`config.mk`:
```
export PLATFORM = sky130hd
export DESIGN_NAME = serial_word_rx
export DESIGN_NICKNAME = d
export VERILOG_FILES = /design/src/rtl/serial_word_rx.sv
export SDC_FILE = /design/constraint.sdc
export NUM_CORES = 1
export LEC_CHECK = 0
export ABC_AREA = 1
export CORE_ASPECT_RATIO = 1.2
export CORE_UTILIZATION = 30
export CTS_CLUSTER_SIZE = 40
export DETAILED_ROUTE_END_ITERATION = 12
export SYNTH_ARGS = -nofsm -noshare
export SYNTH_HDL_FRONTEND = slang
export SYNTH_SLANG_ARGS = --single-unit
export TNS_END_PERCENT = 10
```
`constraint.sdc`:
```
create_clock -name CLK -period 2.1 [get_ports CLK]
set_clock_uncertainty 0.1 [all_clocks]
set_input_delay 0.315 -clock CLK [delete_from_list [all_inputs] [get_ports CLK]]
set_output_delay 0.315 -clock CLK [all_outputs]
set_load 0.01 [all_outputs]
```
`src/rtl/serial_word_rx.sv`:
```
// serial_word_rx: framed serial-to-parallel receiver.
// Start/data/parity/stop deserializer with a one-deep VALID/READY output buffer.
module serial_word_rx #(
   parameter int WIDTH     = 4,
   parameter bit PARITY_EN = 1'b1
) (
   input  logic             CLK,
   input  logic             RST,
   input  logic             D,
   input  logic             D_EN,
   input  logic             CLR_ERR,
   input  logic             READY,
   output logic [WIDTH-1:0] ll_out,
   output logic             VALID,
   output logic             BUSY,
   output logic             PAR_ERR,
   output logic             FRM_ERR,
   output logic             OVR
);

   localparam int CW = $clog2(WIDTH + 1);

   typedef enum logic [1:0] {
      S_IDLE,
      S_DATA,
      S_PAR,
      S_STOP
   } state_t;

   state_t           state_q;
   logic [WIDTH-1:0] shift_q;
   logic [CW-1:0]    cnt_q;
   logic             pmis_q;
   logic [WIDTH-1:0] data_q;
   logic             valid_q;
   logic             busy_q;
   logic             par_q;
   logic             frm_q;
   logic             ovr_q;

   // Frame FSM, output buffer and sticky flags; later writes win so a
   // flag set overrides a same-edge clear, and a load overrides a drain.
   always_ff @(posedge CLK or negedge RST) begin
      if (!RST) begin
         state_q <= S_IDLE;
         shift_q <= '0;
         cnt_q   <= '0;
         pmis_q  <= 1'b0;
         data_q  <= '0;
         valid_q <= 1'b0;
         busy_q  <= 1'b0;
         par_q   <= 1'b0;
         frm_q   <= 1'b0;
         ovr_q   <= 1'b0;
      end else begin
         if (valid_q && READY) begin
            valid_q <= 1'b0;
         end
         if (CLR_ERR) begin
            par_q <= 1'b0;
            frm_q <= 1'b0;
            ovr_q <= 1'b0;
         end
         if (D_EN) begin
            unique case (state_q)
               S_IDLE: begin
                  if (D) begin
                     state_q <= S_DATA;
                     busy_q  <= 1'b1;
                     cnt_q   <= '0;
                     pmis_q  <= 1'b0;
                  end
               end
               S_DATA: begin
                  shift_q <= {shift_q[WIDTH-2:0], D};
                  cnt_q   <= cnt_q + 1'b1;
                  if (cnt_q == CW'(WIDTH - 1)) begin
                     state_q <= PARITY_EN ? S_PAR : S_STOP;
                  end
               end
               S_PAR: begin
                  pmis_q  <= D ^ (^shift_q);
                  state_q <= S_STOP;
               end
               S_STOP: begin
                  state_q <= S_IDLE;
                  busy_q  <= 1'b0;
                  if (D) begin
                     frm_q <= 1'b1;
                  end else begin
                     if (pmis_q) begin
                        par_q <= 1'b1;
                     end
                     if (!valid_q || READY) begin
                        data_q  <= shift_q;
                        valid_q <= 1'b1;
                     end else begin
                        ovr_q <= 1'b1;
                     end
                  end
               end
               default: state_q <= S_IDLE;
            endcase
         end
      end
   end

   assign ll_out  = data_q;
   assign VALID   = valid_q;
   assign BUSY    = busy_q;
   assign PAR_ERR = par_q;
   assign FRM_ERR = frm_q;
   assign OVR     = ovr_q;

endmodule
```
# Word level (Yosys, flattened, before mapping)
# Index checks and enable logic that the tools add are counted.
# classes
n_shift	0
bitwise_logic	2
n_div	0
reduce_logical	14
magnitude_cmp	0
add_sub_neg	1
n_mul	0
n_eq_ne	6
mux	28
# op_table
operator	n
2-to-1 mux 1 bit	21
AND reduction 3 bit	4
case mux 2 bit (4 select lines)	1
case mux 3 bit (2 select lines)	1
nonzero test 2 bit	3
== test 2 bit (second input constant)	2
2-to-1 mux 2 bit	2
!= test 2 bit (second input constant)	2
case mux 1 bit (2 select lines)	2
AND reduction 4 bit	1
XOR reduction 4 bit	1
adder 3 x 1 -> 3 bit (second input constant)	1
== test 3 x 2 -> 1 bit (second input constant)	1
2-to-1 mux 3 bit	1
== test 2 x 1 -> 1 bit (second input constant)	1
logical NOT 2 bit	1
AND reduction 2 bit	1
logical AND 1 bit	1
logical NOT 1 bit	1
logical OR 1 bit	1
NOT 1 bit	1
bitwise XOR 1 bit	1
# word_totals
inputBits	6
reg_bits	19
romBits	0
ram_bits	0
latchBits	0
word_cells	61
n_memories	0

# Depth between registers and ports, before layout
# logic_depth
depth_word	6
depth_mapped	8
ltp_nobuf	8

# Worst setup path before layout
# Ideal clock, no wire load.
# synth_path
kind	register to register
startpoint	register state_q[1]
endpoint	register state_q[1]
period_less_slack_ns	1.368
path_buffers	0
path_stages_with_launch	9
slack_ns	0.732
required_ns	1.927
t_arrival_ns	1.195
path_cell_list	dfrtp_1 -> inv_1 -> ha_1 -> inv_1 -> o21ai_4 -> inv_4 -> o21ai_4 -> nor2_2 -> a21oi_2
# synth_via
elab_chain_len	3
elab_cells_between_ends	8
classes_between	eq/ne (5); mux (1); reduce/logical (2)
# synth_rtl
item	line_no	source
from (decl)	30	state_t state_q;
from (signal assigned)	78	state_q <= PARITY_EN ? S_PAR : S_STOP;
== test 2 x 1 -> 1 bit or logical NOT 2 bit (tied branches)	65	unique case (state_q)
!= test 2 bit (no line)	--	
AND reduction 3 bit (no line)	--	
# Several ways; a longest one is shown, not always the timed one.
# A chain may end at the register's enable or synchronous reset.

# Final worst setup path
# layout_path
startpoint	register busy_q, in the netlist BUSY
endpoint	output port BUSY
# layout_rtl
item	line_no	source
from (decl)	36	logic busy_q;
from (signal assigned)	51	busy_q <= 1'b0;
from (signal assigned)	69	busy_q <= 1'b1;
from (signal assigned)	87	busy_q <= 1'b0;
to (decl)	15	output logic BUSY,
# No word-level cell between the ends.

==> impl_metrics.toml <==
[status]
status = "completed"

[pwr]
finalPower_mw = 1.47
p_leak_nw = 0.575
ir_drop_uv = 506
power.density_nw_per_um2 = 1230

[clock_tree]
cts_buffers = 3
cts_tree = "done"
clkTransAtPathRegs_ns = 0.10
cts_hold_buf = 0
cts_buffer_depth = 2
clkLatencyLatePin_ns = 0.28
post_cts.repair.setup_buffers = 0
clock-sinks = 19
htree_levels = 1
cts_root_buffer = "clkbuf_4"
post_cts_resized = 0

[timing]
finalSetupViolCount = 0
timing.hold.ws_ns = 0.242
fin_crit_sh_pct = 76.7
hold_viol = 0
worst-slew-pin-transition_ns = 0.303
drv_slew = 0
fin_crit_ns = 1.61
fin_tns_setup_ns = 0
fmax_mhz = 621
rsz0062_at_grt = "false"
worst_slack_ns = 0.489
relSlewSlack_pct = 79.7

[drt]
num_vias = 718
dr.pass1.iters = 4
viasPerCell = 4.43
ant_nets = 0
drc = 0
drt_iter0_markers = 13
wl_per_cell_um = 10.3
drt_wl_total_mm = 1.67

[global_route]
track_usage_pct = 11.4
grt_pass1_vias = 722
grt_pass1_wl_mm = 2.91
busiest_layer = "met2"
overflow = 0
grt_max_degree = 20
antenna_found_initial = 0
use_met2_pct = 19.4
grt_util_met1_pct = 13.3
grt.met3_usage_pct = 2.14

[setup_path]
worstReg2RegStart = "state_q[1]$_DFFE_PN0P_"
path_delay_family = "buffers and inverters"
max_stage_delay_ns = 0.54
critPathSlowestCell = "clkdlybuf4s50_1"
worst-path-buf-inv = 1
path_cells = "clkdlybuf4s50_1"
critPathArrivalTime_ns = 1.20
start_kind = "flip-flop"
cp_data_required_time_ns = 1.68
crit_path_start = "BUSY$_DFFE_PN0P_"
endpoint_kind = "output pin"
crit_fanout = 2
worstSetupPathType = "flip-flop to output pin"

[final_layout]
drive_gt1_share_pct = 16.7
finalNonFillerCells = 162
post-route-util_pct = 38.6
syn_to_final_growth_pct = 22.5
fill_cells = 326
nNetsFinal = 139
antenna_cells = 0
final_area_um2 = 1190

[yosys]
syn_area_um2 = 972
synth.net_count = 119
yosysUniqueCellTypes = 21
synth_edf_count = 0
syn_avg_cell_area_um2 = 9.09
synthFlopType = "dfrtp_1"
synth_warnings = 0
synth_seq_cells = 19
yosysSeqAreaShare_pct = 48.9
async_reset_ff_share_pct = 100
synth_cells = 107

[floorplan]
core_area_um2 = 3080
dieHeight_um = 64.4
io-pin-count = 15
die_w_um = 54.0
core.rowCount = 22
start_util_pct = 31.5
die_area_um2 = 3470

[placement]
gp_congestion = 0.762
dp_worst_setup_slack_ns = 0.418
port_buffers = 14
dpl_cell_area_um2 = 1160
numPlacedInstances = 158
place_hpwl_mm = 1.33

[min_path]
hp-class = "input pin to asynchronous set/reset pin"

[job]
maxCapViolCount = 0
[cell families after synthesis]
family                     synth area share [%]
buffers and inverters                      7.59
adders and majority gates                  7.72
AOI/OAI and AO/OA                          16.0
and+or+nand+nor                            19.8
DFF                                        48.9
[report_power, final]
| part | switching [mW] | internal [mW] |
|---|---|---|
| clock | 0.106 | 0.0737 |
| sequential | 0.0987 | 0.505 |
| combinational | 0.378 | 0.305 |
| total | 0.582 | 0.883 |
[sequential cells by signal, indices dropped and copies added, names as in the netlist]
signal / cells
PAR_ERR: 1
OVR: 1
VALID: 1
BUSY: 1
pmis_q: 1
shift_q: 4
state_q: 2
FRM_ERR: 1
ll_out: 4
cnt_q: 3
[metal layers]
metal | wire length (µm) | share of wire, %
met1 | 738 | 44
met4 | 16 | 0.96
met5 | 0 | 0
met3 | 59 | 3.5
met2 | 860 | 51
[final timing paths]
path	slack, ns	cells past startpoint	end
worst max register to register	0.58	8	state_q[1]$_DFFE_PN0P_
worst max-delay path	0.49	1	BUSY
max in group asynchronous	1.45	2	FRM_ERR$_DFF_PN0_
min in group CLK	0.39	2	cnt_q[1]$_DFFE_PN0P_
worst min-delay path	0.24	2	cnt_q[0]$_DFFE_PN0P_
worst min register to register	0.39	2	cnt_q[1]$_DFFE_PN0P_
[cells in the mapped netlist (2+ instances only)]
cell type	instances	area share [%]
o21ai_2	2	1.8
nor2_1	3	1.2
o21ai_4	2	3.3
nand2_2	2	1.3
dfrtp_1	19	49
nand2_1	32	12
inv_1	14	5.4
inv_2	4	1.5
a21oi_2	2	1.8
o21ai_1	5	2.6
ha_1	6	7.7
nand3_1	3	1.5
o21ai_0	5	2.6
[area by class of cell]
class	instances	area (µm²)	share of cell area (%)
well taps	36	45.0	3.78
repair buffers	15	148	12.4
flip-flops and latches	19	475	39.9
inverters	19	73.8	6.20
clock buffers	4	26.3	2.21
multi-input cells	69	423	35.5
[placed cells by master (no fill, tap or decap), types with 2 or more instances in the layout]
cell / synthesis / final
clkbuf_4: 0 / 3
clkdlybuf4s50_1: 0 / 14
nand3_1: 3 / 3
nand2_1: 32 / 32
inv_2: 4 / 4
o21ai_2: 2 / 2
o21ai_0: 5 / 5
ha_1: 6 / 6
nor2_1: 3 / 3
a21oi_2: 2 / 2
dfrtp_1: 19 / 19
nand2_2: 2 / 2
o21ai_1: 5 / 5
o21ai_4: 2 / 2
inv_1: 14 / 14
(Power assumes the default switching activity.)
